===== config.mk =====
export PLATFORM = sky130hd
export DESIGN_NAME = regfile_writeback
export DESIGN_NICKNAME = d
export VERILOG_FILES = /design/src/rtl/regfile_writeback.sv
export SDC_FILE = /design/constraint.sdc
export NUM_CORES = 1
export LEC_CHECK = 0
export BUFFER_PORTS_ARGS = -buffer_cell sky130_fd_sc_hd__clkbuf_2
export CAP_MARGIN = 20
export CORE_ASPECT_RATIO = 1.4
export CORE_UTILIZATION = 31
export DETAILED_ROUTE_END_ITERATION = 10
export MAX_ROUTING_LAYER = met4
export PLACE_DENSITY_LB_ADDON = 0.2
export SLEW_MARGIN = 15
export SYNTH_ARGS = -nofsm -noshare
export SYNTH_HDL_FRONTEND = slang
export SYNTH_SLANG_ARGS = --single-unit

===== constraint.sdc =====
create_clock -name clk -period 2.2 [get_ports clk]
set_clock_uncertainty 0.2 [all_clocks]
set_input_delay 0.44 -clock clk [delete_from_list [all_inputs] [get_ports clk]]
set_output_delay 0.44 -clock clk [all_outputs]
set_load 0.1 [all_outputs]

===== src/rtl/regfile_writeback.sv =====
// Register-file writeback stage. Retiring ALU/link results are written one
// cycle after acceptance; loads issue a word-aligned read, wait for the
// memory response and write the extracted, extended value back.
//
// Handshake: a request transfers on a rising edge where instr_valid=1 and
// ready=1. ready is high only while the FSM is idle, and a request offered
// while ready=0 is dropped, never buffered. mem_req stays high until the
// edge that samples mem_rvalid=1, and mem_rvalid is ignored at any other time.
module regfile_writeback (
  input  logic        clk,
  input  logic        reset,
  input  logic        instr_valid,
  output logic        ready,
  input  logic [31:0] instr,
  input  logic [31:0] alu_result,
  input  logic [31:0] pc_plus4,
  output logic        mem_req,
  output logic [31:0] mem_addr,
  input  logic [31:0] mem_rdata,
  input  logic        mem_rvalid,
  output logic        write_en_3,
  output logic [4:0]  rd_addr,
  output logic [31:0] write_data,
  output logic        misalign_err,
  output logic        illegal_err
);

  typedef enum logic [1:0] {
    IDLE      = 2'd0,
    LOAD_WAIT = 2'd1,
    LOAD_WB   = 2'd2
  } state_t;

  state_t     state;
  logic [4:0] lat_rd;
  logic [2:0] lat_funct3;
  logic [1:0] lat_off;

  logic [6:0] opcode;
  logic [2:0] funct3;
  logic [4:0] rd;
  logic       unused_instr_bits;

  assign opcode = instr[6:0];
  assign funct3 = instr[14:12];
  assign rd     = instr[11:7];
  assign unused_instr_bits = ^instr[31:15];

  assign ready = (state == IDLE);

  // Select byte/half/word from the read word and extend it.
  function automatic logic [31:0] extract(input logic [2:0]  f3,
                                          input logic [1:0]  off,
                                          input logic [31:0] data);
    logic [7:0]  b;
    logic [15:0] h;
    b = data[8*off +: 8];
    h = data[16*off[1] +: 16];
    case (f3)
      3'b000:  extract = {{24{b[7]}}, b};
      3'b100:  extract = {24'd0, b};
      3'b001:  extract = {{16{h[15]}}, h};
      3'b101:  extract = {16'd0, h};
      default: extract = data;
    endcase
  endfunction

  // Decode/illegal/misalignment checks for a load in the accepting cycle.
  logic is_alu, is_link, is_load, load_illegal, load_misaligned;
  always_comb begin
    is_alu  = (opcode == 7'b0110011) || (opcode == 7'b0010011) ||
              (opcode == 7'b0110111) || (opcode == 7'b0010111);
    is_link = (opcode == 7'b1101111) || (opcode == 7'b1100111);
    is_load = (opcode == 7'b0000011);
    load_illegal = (funct3 == 3'b011) || (funct3 == 3'b110) || (funct3 == 3'b111);
    load_misaligned = 1'b0;
    case (funct3)
      3'b001, 3'b101: load_misaligned = alu_result[0];
      3'b010:         load_misaligned = (alu_result[1:0] != 2'b00);
      default:        load_misaligned = 1'b0;
    endcase
  end

  // Writeback FSM with registered outputs; pulses default low every cycle.
  always_ff @(posedge clk) begin
    if (reset) begin
      state        <= IDLE;
      write_en_3   <= 1'b0;
      mem_req      <= 1'b0;
      misalign_err <= 1'b0;
      illegal_err  <= 1'b0;
      rd_addr      <= 5'd0;
      write_data   <= 32'd0;
      mem_addr     <= 32'd0;
      lat_rd       <= 5'd0;
      lat_funct3   <= 3'd0;
      lat_off      <= 2'd0;
    end else begin
      write_en_3   <= 1'b0;
      misalign_err <= 1'b0;
      illegal_err  <= 1'b0;
      case (state)
        IDLE: begin
          if (instr_valid) begin
            if (is_alu || is_link) begin
              write_en_3 <= (rd != 5'd0);
              rd_addr    <= rd;
              write_data <= is_alu ? alu_result : pc_plus4;
            end else if (is_load) begin
              if (load_illegal) begin
                illegal_err <= 1'b1;
              end else if (load_misaligned) begin
                misalign_err <= 1'b1;
              end else begin
                state      <= LOAD_WAIT;
                mem_req    <= 1'b1;
                mem_addr   <= {alu_result[31:2], 2'b00};
                lat_rd     <= rd;
                lat_funct3 <= funct3;
                lat_off    <= alu_result[1:0];
              end
            end
          end
        end
        LOAD_WAIT: begin
          if (mem_rvalid) begin
            state      <= LOAD_WB;
            mem_req    <= 1'b0;
            write_en_3 <= (lat_rd != 5'd0);
            rd_addr    <= lat_rd;
            write_data <= extract(lat_funct3, lat_off, mem_rdata);
          end
        end
        LOAD_WB: begin
          state <= IDLE;
        end
        default: state <= IDLE;
      endcase
    end
  end

endmodule


==> results.cfg <==
[detailed_routing]
routedWlPerCell_um = 16.69
via_per_inst = 5.143
vias = 4726
wirelength_um = 15340
final_antenna_net_count = 0
drt-pass1-iter-count = 4
drtIter0Drc = 225
drc_errors = 0

[power]
irDropWorstVdd_v = 0.0003766
power_frac_comb_pct = 11.7
p_int_w = 0.002811
switching_power_w = 0.0008718
power_density_nw_per_um2 = 609.7
clockPowerShare_pct = 47.0
swShare_pct = 23.67
power_frac_seq_pct = 41.3
total_power_w = 0.003683
p_leak_nw = 2.671

[layout]
multi_input_area_um2 = 2515
ff_latch_area_um2 = 1663
fin_nets = 861
fillerInstances = 1493
area_delta_synth_final_pct = 37.28
antenna_cells = 0
layout-drive-gt1-share_pct = 36.38

[setup_path]
crit_path_max_fanout = 7
crit_slowest_cell = a21oi_1
crit_path_end_kind = flip-flop
path_cells = nor2b_1 -> a22oi_1 -> a21oi_1 -> a22oi_1 -> a211oi_1
timing.rr.start = lat_off[0]
required_ns = 2.25
reg2reg_slack_ns = 0.17
startpoint = lat_off[0]
rr_endpoint = write_data[8]
arrival_ns = 2.08
cp-start-kind = flip-flop
r2r_cells = 5
critPathKind = reg2reg
slowest_delay_ns = 0.55
crit_top_cell = a22oi_1

[floorplan]
core_area_um2 = 13910
die_x_um = 102.7
rows = 51
fp.dieH_um = 143.0
initial_utilization_pct = 31.63
die_area_um2 = 14680
io_pins = 206

[synthesis]
synth.largest_area_cell = dfxtp_1
postSynthAreaPerCell_um2 = 8.030
synth_flop_cell = dfxtp_1
synth_area_leaders = dfxtp_1 38%, a21oi_1 10%, nand2_1 8.9%, o41ai_2 3.3%, a211oi_1 3.2%
ys_ff_latch = 83
async_flop_share_pct = 0
synth_most_common_cell = nand2_1
seq_area_frac_synth_pct = 37.76
netlist_top_cells_count = 104 x nand2_1, 88 x a21oi_1, 83 x dfxtp_1
synth_top_area_share_pct = 37.76
ys_warn_count = 0
syn_area_um2 = 4400
synth_edf_count = 0
syn_inst = 548
ys_types = 50

[clock_tree]
post_cts_buffers = 0
cts-buffers-inserted = 9
clock_latency_ns = 0.33
post_cts_resized = 0
clock_path_buffers = 2
root_buffer = clkbuf_16
cts_max_level = 3
postCtsHoldBufs = 0
cts_tree = done
clock-sinks = 83
path_clk_slew_ns = 0.06

[timing]
slew_headroom_pct = 55.85
max_freq_mhz = 491.9
final_max_slew_viol_count = 0
worstMarginPinSlew_ns = 0.6622
finalSetupViolations = 0
hold_viol = 0
min_period_over_period_pct = 92.41
period_minus_slack_ns = 2.033
grt_setup_unrepaired = no
fin_tns_setup_ns = 0

[placed_design]
gp_congestion = 0.8708
io_buffers = 186
hpwl_um = 11800

[hold_path]
min_delay_path_depth = 3
hp-class = in2reg
hp-start = alu_result[2]
worstHoldEndpoint = mem_addr[2]

[global_route]
gr-total-overflow = 0
grt_max_degree = 47
grt_util_all_layers_pct = 21.60
grt_antenna_before_repair = 0
grt_pass1_wl_um = 23200
grt_pass1_vias = 4515

[run]
max-cap-violations = 0

[run_status]
status = finished clean
-- layout by cell type (no fill, tap or decap), types with 8 or more instances in the layout --
| cell | instances |
|---|---|
| mux2_2 | 11 |
| nor2_1 | 31 |
| a21o_1 | 16 |
| o41ai_2 | 9 |
| dfxtp_1 | 82 |
| a21oi_1 | 88 |
| mux2i_1 | 12 |
| a311oi_1 | 9 |
| buf_12 | 9 |
| nand2_1 | 104 |
| nor3_1 | 9 |
| clkbuf_2 | 184 |
| clkbuf_16 | 9 |
| o21ai_0 | 15 |
| a211oi_1 | 19 |
| o22ai_1 | 8 |
| buf_4 | 24 |
| nand3b_1 | 16 |
-- area by class of cell --
type | count | area share (%)
tap | 185 | 3.832
clock inverter | 5 | 1.657
inverter | 2 | 0.1243
sequential | 83 | 27.53
timing repair buffer | 217 | 21.21
clock buffer | 11 | 4.018
multi-input combinational | 416 | 41.63
-- registers in the layout, summed over array words and instances (netlist names), 2 cells and up --
name / cells
mem_addr: 30
write_data: 32
rd_addr: 5
lat_funct3: 3
state: 2
lat_off: 2
lat_rd: 5
-- critical path: cells and delay by family (launching register included) --
family,cells,cell delay (ns)
compound gates,4,1.12
simple gates,1,0.20
flops,1,0.42
-- worst max path at each step --
stage / slack [ns] / cells past startpoint / end
finish: 0.17 / 5 / write_data[8]
global route: 0.003 / 5 / write_data[10]
CTS: 0.09 / 5 / write_data[27]
detailed placement: -0.07 / 6 / write_data[19]
global placement: -0.02 / 8 / mem_addr[28]
floorplan: 0.17 / 7 / write_data[16]
-- cells by family (layout without fill, tap and decap cells) --
| group | Yosys count | in the layout | share of synthesized area, % |
|---|---|---|---|
| AND/OR/NAND/NOR | 197 | 197 | 21.32 |
| AO/OA/AOI/OAI | 194 | 194 | 29.69 |
| flip-flops | 83 | 83 | 37.76 |
| buffers and inverters | 50 | 235 | 5.601 |
| multiplexers | 23 | 23 | 5.545 |
| other | 1 | 2 | 0.08522 |
-- metrics by stage --
stage	setup slack, ns	hold slack, ns	area (um^2)	util (%)	cells
floorplan	0.1700	0.2440	4412	-	549
global placement	-0.02297	0.2413	5694	40.93	903
detailed placement	-0.07376	0.2470	5694	40.93	903
CTS	0.08553	0.1214	6037	43.40	919
global route	0.003181	0.1400	6041	43.43	919
finish	0.1669	0.1358	6041	43.43	919
-- layer usage --
layer  routed length (um)  up-vias  GRT usage [%]
met4                  396        0          7.820
met3                  872       22          3.720
met5                    0        -              -
met1                 6314     2197          24.55
met2                 7758      159          37.40
li1                     -     2348              -
-- power groups by stage --
stage	registers, W	clock network [W]	logic (W)
final	0.00152	0.00173	0.000430
after global routing	0.00152	0.00185	0.000459
after CTS	0.00152	0.00179	0.000431
after detailed placement	0.00155	0	0.000430
after global placement	0.00155	0	0.000427
after floorplan	0.00163	0	0.000150
Note: power is estimated with default switching activity, not from simulation.
